===== src/rtl/centroid_updater.sv =====
// centroid_updater
//
// Purpose: accumulates per-cluster coordinate sums and point counts from the
// closest-core assignments of the distance stage. At the end of a pass it
// computes each cluster's floor mean with a pair of restoring dividers (x and
// y in parallel) and updates the centroid table. It reports whether any
// centroid moved, so the K-means controller can detect convergence.
//
// Ports:
//   clk, rst               clock, synchronous active-high reset
//   start                  begin a pass, clear accumulators (IDLE only)
//   pt_valid/pt_ready      point handshake; ready only while accumulating
//   pt_x, pt_y, pt_core    point coordinates and its closest-core index
//   pass_done              no more points this pass (ACCUM only)
//   init_we/idx/x/y        centroid table write (IDLE only)
//   rd_idx -> rd_x, rd_y   combinational centroid table read port
//   busy                   high in every state except IDLE
//   done                   one-cycle pulse at the end of the update
//   changed                some centroid moved (valid with done, held)
//   overflow               sticky: a point was dropped on counter saturation
module centroid_updater #(
  parameter int K       = 16,
  parameter int COORD_W = 8,
  parameter int CNT_W   = 10,
  parameter int SUM_W   = COORD_W + CNT_W,
  parameter int IDX_W   = $clog2(K)
) (
  input  logic               clk,
  input  logic               rst,
  input  logic               start,
  input  logic               pt_valid,
  output logic               pt_ready,
  input  logic [COORD_W-1:0] pt_x,
  input  logic [COORD_W-1:0] pt_y,
  input  logic [IDX_W-1:0]   pt_core,
  input  logic               pass_done,
  input  logic               init_we,
  input  logic [IDX_W-1:0]   init_idx,
  input  logic [COORD_W-1:0] init_x,
  input  logic [COORD_W-1:0] init_y,
  input  logic [IDX_W-1:0]   rd_idx,
  output logic [COORD_W-1:0] rd_x,
  output logic [COORD_W-1:0] rd_y,
  output logic               busy,
  output logic               done,
  output logic               changed,
  output logic               overflow
);

  localparam int BIT_W = $clog2(SUM_W);

  typedef enum logic [2:0] {
    S_IDLE,
    S_ACCUM,
    S_DIV_LOAD,
    S_DIV_RUN,
    S_WRITE,
    S_FIN
  } state_t;

  state_t state;

  logic [COORD_W-1:0] cent_x [K];
  logic [COORD_W-1:0] cent_y [K];
  logic [SUM_W-1:0]   sum_x  [K];
  logic [SUM_W-1:0]   sum_y  [K];
  logic [CNT_W-1:0]   cnt    [K];

  logic [IDX_W-1:0] k;
  logic [BIT_W-1:0] bit_cnt;

  // Divider state: dq starts as the dividend and has quotient bits shifted in
  // at the bottom, so after SUM_W steps it holds the full quotient.
  logic [SUM_W-1:0] dq_x, dq_y;
  logic [CNT_W-1:0] rem_x, rem_y;
  logic [CNT_W-1:0] divisor;

  logic [CNT_W:0] trial_x, trial_y;
  logic [CNT_W:0] diff_x, diff_y;
  logic           ge_x, ge_y;

  logic [COORD_W-1:0] quo_x, quo_y;
  logic               last_k;

  assign rd_x     = cent_x[rd_idx];
  assign rd_y     = cent_y[rd_idx];
  assign pt_ready = (state == S_ACCUM);
  assign busy     = (state != S_IDLE);
  assign done     = (state == S_FIN);
  assign last_k   = (k == IDX_W'(K - 1));

  // Quotient always fits in a coordinate; the discarded upper bits are zero.
  assign quo_x = dq_x[COORD_W-1:0];
  assign quo_y = dq_y[COORD_W-1:0];

  // One restoring-division step. The remainder stays below the divisor, so
  // it fits CNT_W bits and the shifted trial value fits CNT_W+1 bits.
  always_comb begin
    trial_x = {rem_x, dq_x[SUM_W-1]};
    trial_y = {rem_y, dq_y[SUM_W-1]};
    diff_x  = trial_x - {1'b0, divisor};
    diff_y  = trial_y - {1'b0, divisor};
    ge_x    = (trial_x >= {1'b0, divisor});
    ge_y    = (trial_y >= {1'b0, divisor});
  end

  always_ff @(posedge clk) begin
    if (rst) begin
      state    <= S_IDLE;
      k        <= '0;
      bit_cnt  <= '0;
      dq_x     <= '0;
      dq_y     <= '0;
      rem_x    <= '0;
      rem_y    <= '0;
      divisor  <= '0;
      changed  <= 1'b0;
      overflow <= 1'b0;
      for (int i = 0; i < K; i++) begin
        cent_x[i] <= '0;
        cent_y[i] <= '0;
        sum_x[i]  <= '0;
        sum_y[i]  <= '0;
        cnt[i]    <= '0;
      end
    end else begin
      case (state)
        S_IDLE: begin
          if (init_we) begin
            cent_x[init_idx] <= init_x;
            cent_y[init_idx] <= init_y;
          end
          if (start) begin
            for (int i = 0; i < K; i++) begin
              sum_x[i] <= '0;
              sum_y[i] <= '0;
              cnt[i]   <= '0;
            end
            changed  <= 1'b0;
            overflow <= 1'b0;
            k        <= '0;
            state    <= S_ACCUM;
          end
        end

        S_ACCUM: begin
          if (pt_valid) begin
            // A saturated counter drops the point entirely so the mean of
            // the points that were kept stays exact.
            if (cnt[pt_core] == {CNT_W{1'b1}}) begin
              overflow <= 1'b1;
            end else begin
              sum_x[pt_core] <= sum_x[pt_core] + SUM_W'(pt_x);
              sum_y[pt_core] <= sum_y[pt_core] + SUM_W'(pt_y);
              cnt[pt_core]   <= cnt[pt_core] + CNT_W'(1);
            end
          end
          if (pass_done) begin
            k     <= '0;
            state <= S_DIV_LOAD;
          end
        end

        S_DIV_LOAD: begin
          // Empty clusters keep their old centroid and cost one cycle.
          if (cnt[k] == '0) begin
            if (last_k) begin
              state <= S_FIN;
            end else begin
              k <= k + IDX_W'(1);
            end
          end else begin
            dq_x    <= sum_x[k];
            dq_y    <= sum_y[k];
            rem_x   <= '0;
            rem_y   <= '0;
            divisor <= cnt[k];
            bit_cnt <= '0;
            state   <= S_DIV_RUN;
          end
        end

        S_DIV_RUN: begin
          rem_x <= ge_x ? diff_x[CNT_W-1:0] : trial_x[CNT_W-1:0];
          rem_y <= ge_y ? diff_y[CNT_W-1:0] : trial_y[CNT_W-1:0];
          dq_x  <= {dq_x[SUM_W-2:0], ge_x};
          dq_y  <= {dq_y[SUM_W-2:0], ge_y};
          if (bit_cnt == BIT_W'(SUM_W - 1)) begin
            state <= S_WRITE;
          end else begin
            bit_cnt <= bit_cnt + BIT_W'(1);
          end
        end

        S_WRITE: begin
          if ((quo_x != cent_x[k]) || (quo_y != cent_y[k])) begin
            changed <= 1'b1;
          end
          cent_x[k] <= quo_x;
          cent_y[k] <= quo_y;
          if (last_k) begin
            state <= S_FIN;
          end else begin
            k     <= k + IDX_W'(1);
            state <= S_DIV_LOAD;
          end
        end

        S_FIN: begin
          state <= S_IDLE;
        end

        default: begin
          state <= S_IDLE;
        end
      endcase
    end
  end

endmodule

===== config.mk =====
export PLATFORM = sky130hd
export DESIGN_NAME = centroid_updater
export DESIGN_NICKNAME = d
export VERILOG_FILES = /design/src/rtl/centroid_updater.sv
export SDC_FILE = /design/constraint.sdc
export NUM_CORES = 2
export LEC_CHECK = 0
export BUFFER_PORTS_ARGS = -buffer_cell sky130_fd_sc_hd__buf_2
export CAP_MARGIN = 20
export CORE_ASPECT_RATIO = 0.6
export CORE_MARGIN = 8
export CORE_UTILIZATION = 50
export CTS_BUF_LIST = sky130_fd_sc_hd__clkbuf_2
export CTS_CLUSTER_SIZE = 10
export DETAILED_ROUTE_END_ITERATION = 16
export HOLD_SLACK_MARGIN = 0.05
export PLACE_DENSITY = 0.63
export RECOVER_POWER = 25
export SETUP_SLACK_MARGIN = 0.3
export SLEW_MARGIN = 10
export SYNTH_ARGS = -nofsm -noshare
export SYNTH_HDL_FRONTEND = slang
export SYNTH_SLANG_ARGS = --single-unit

===== constraint.sdc =====
create_clock -name clk -period 8.7 [get_ports clk]
set_input_delay 1.74 -clock clk [delete_from_list [all_inputs] [get_ports clk]]
set_output_delay 1.74 -clock clk [all_outputs]
set_load 0.005 [all_outputs]

==> metrics <==
status finished with violations; failing checks capacitance limit, slew limit; Clock Latency Late Sink 1640 ps; share of post-route cells with drive strength above 1 0.299; GRT met2 Usage 0.404; Synth Area in XOR/XNOR 0.0122; Layout Nets 4,005; FILL cells 9,128; hold depth 2; Placer Congestion 0.860; most frequent cells in the layout nor2_1 (1,103), edfxtp_1 (992), mux4_2 (595), clkbuf_2 (372), buf_4 (114); HP Class reg2reg; vias in the first global route 35,664; period utilization 0.831; final hold violations 0; Synth Flop Type edfxtp_1; CP arrival 8530 ps; Netlist cell types 71; Final HPWL DP 102 mm; Max-slew headroom -1.21; Pleak 21.2 nW; global route hottest layer met1; ys async rst share 0; chip height 274 um; largest net degree at the start of global routing 90; # rows 94; Worst setup startpoint rst; Worst Path Required 10,000 ps; mux cell area share after synthesis 0.255; post-cts gate resize count 0; post-synthesis instance area 55,500 um^2; worst vdd ir 0.000126 V; startpoint types primary input; chip width 446 um; vias 37,161; largest family of logic cells by synthesized area multiplexers; worst setup path category in2reg; area share of fa/ha/maj cells after synthesis 0.0106; setup tns final 0 ps; crit-path max cell delay 2310 ps; Max-cap violations 19; Avg Vias per Cell 6.63; final WL 180 mm; most frequent CP cell clkbuf_1; worst reg-to-reg path cell count 10; gr usage total 0.291; warnings from Yosys 0; core area 110,000 um^2; I/O pin count 71; number of synthesized flops with an enable pin 992; f_max 138 MHz; Worst Skew 115 ps; drt pass-1 iters 6; total global routing overflow 0; commonest non-fill, non-tap cell in the layout nor2_1; post-synthesis simple-gate area fraction 0.0991; CTS tree done; CP endpoint kind register; Hold Startpoint divisor[9]; Synth Area in Compound Gates 0.0246; IO Port Bufs 70; root buf cell clkbuf_2; clk sinks 1,076; WL/cell 32.1 um; Tmin final 7230 ps; CTS Buffer Depth 3; GR Util met1 0.441; hold buffers post-CTS 0; area of the die 122,000 um^2; DRC violations left 0; worst slew pin tran 3310 ps; initial antenna violation count 1; Max FO, Critical Path 55; Area Overhead vs Synth 7.82%; CTS H-tree depth 4; syn_nets 3,890; Syn Inst Count 3,796; area of placed instances 57,500 um^2; post-CTS setup buffer count 0; GR Util met3 0.0983; CP Cell Sequence buf_2 > clkbuf_1 > inv_1 > clkbuf_1 > and3_1 > and4_1 > nand2_1 > nand2_4 > buf_4; R2R setup slack 2570 ps; Finished Cell Area 59,800 um^2; unrepaired setup endpoints after global routing false; clock-pin slew on the worst setup and hold paths 100 ps; Detail Route Antenna Nets 0; Setup-failing EPs final 0; global-route wire length before repair 257 mm; Syn Area/Cell 14.6 um^2; Critical-path top delay cell clkbuf_1; register area share after synthesis 0.568; Initial Util 0.505; total CTS buffers 237; Detailed Route Iter0 Violations 5,832; flops & latches, synth 1,076; Slew Limit Fails 388; Power Density 205 nW/um^2
-- cell families after synthesis --
group | after synthesis
and+or+nand+nor | 1359
xor gates and xnor gates | 71
AOI/OAI and AO/OA | 189
buffers and inverters | 389
muxes | 667
DFF | 1076
adders and majority gates | 45
-- layer usage --
metal  up-vias  routed length, um  share of wire
li1      14919                  -              -
met1     18923              72000           0.40
met2      3002              74900           0.42
met3       317              28900           0.16
met4         0               4140          0.023
met5         -                  0              0
-- cells in the mapped netlist (6+ instances only) --
master	instances	share of area
nand3b_1	6	0.00081
dfxtp_1	84	0.030
nor2_1	1103	0.075
mux2i_1	67	0.012
nand4_1	14	0.0016
clkbuf_1	155	0.010
nor2b_1	45	0.0051
nand3_1	22	0.0020
a21o_1	11	0.0015
a221oi_1	38	0.0060
buf_2	115	0.010
mux4_2	595	0.24
nand2b_1	8	0.00090
and3_1	11	0.0012
a211oi_1	9	0.0012
xnor2_1	34	0.0054
o21ai_0	31	0.0028
nor4_1	12	0.0014
ha_1	40	0.0090
and2_1	10	0.0011
buf_1	47	0.0032
buf_6	9	0.0018
inv_1	46	0.0031
xnor2_2	7	0.0021
o2bb2ai_1	14	0.0022
nand2_1	100	0.0068
buf_4	16	0.0022
nor3_1	14	0.0013
a21oi_1	29	0.0026
edfxtp_1	992	0.54
a22oi_1	8	0.0011
xor2_1	30	0.0047
-- registers in the layout, indices dropped and copies added (netlist names), 18 cells and up, named ones only --
signal	cells
cent_x	128
cent_y	128
cnt	160
dq_x	18
dq_y	18
sum_x	288
sum_y	288
-- worst max-delay path: cells and delay by family --
family / cells / cell delay, ps
buf+inv: 5 / 3610
simple gates: 4 / 3100
-- report_power, final --
group	internal [mW]	total (mW)	switching (mW)
sequential	6.16	6.43	0.271
combinational	0.912	2.35	1.44
clock	1.34	3.47	2.13
-- worst paths after layout --
path,to
max,sum_x[7][9]
min,divisor[9]
max reg2reg,rem_x[0]
min reg2reg,divisor[9]
-- area by class of cell --
cell class                 instances  area, um^2  area share
clock buffer                     371        1860      0.0311
tap                             1488        1860      0.0311
clock inverter                    69         454     0.00760
sequential                      1076       31500       0.527
inverter                          47         179     0.00299
antenna                            4        10.0    0.000167
multi-input combinational       2331       22500       0.376
timing repair buffer             218        1440      0.0241
-- stage by stage --
step / utilization / hold slack (ps) / std cells / worst slack (ps) / power, mW
finish: 0.544 / 465 / 5604 / 1470 / 12.3
global route: 0.544 / 478 / 5602 / 1500 / 12.7
CTS: 0.545 / 447 / 5591 / 2800 / 12.2
detailed placement: 0.524 / 449 / 5151 / 1630 / 8.84
global placement: 0.523 / 447 / 5141 / 1700 / 8.80
floorplan: - / 432 / 3796 / 1720 / 7.97
Note: power is estimated with default switching activity, not from simulation.
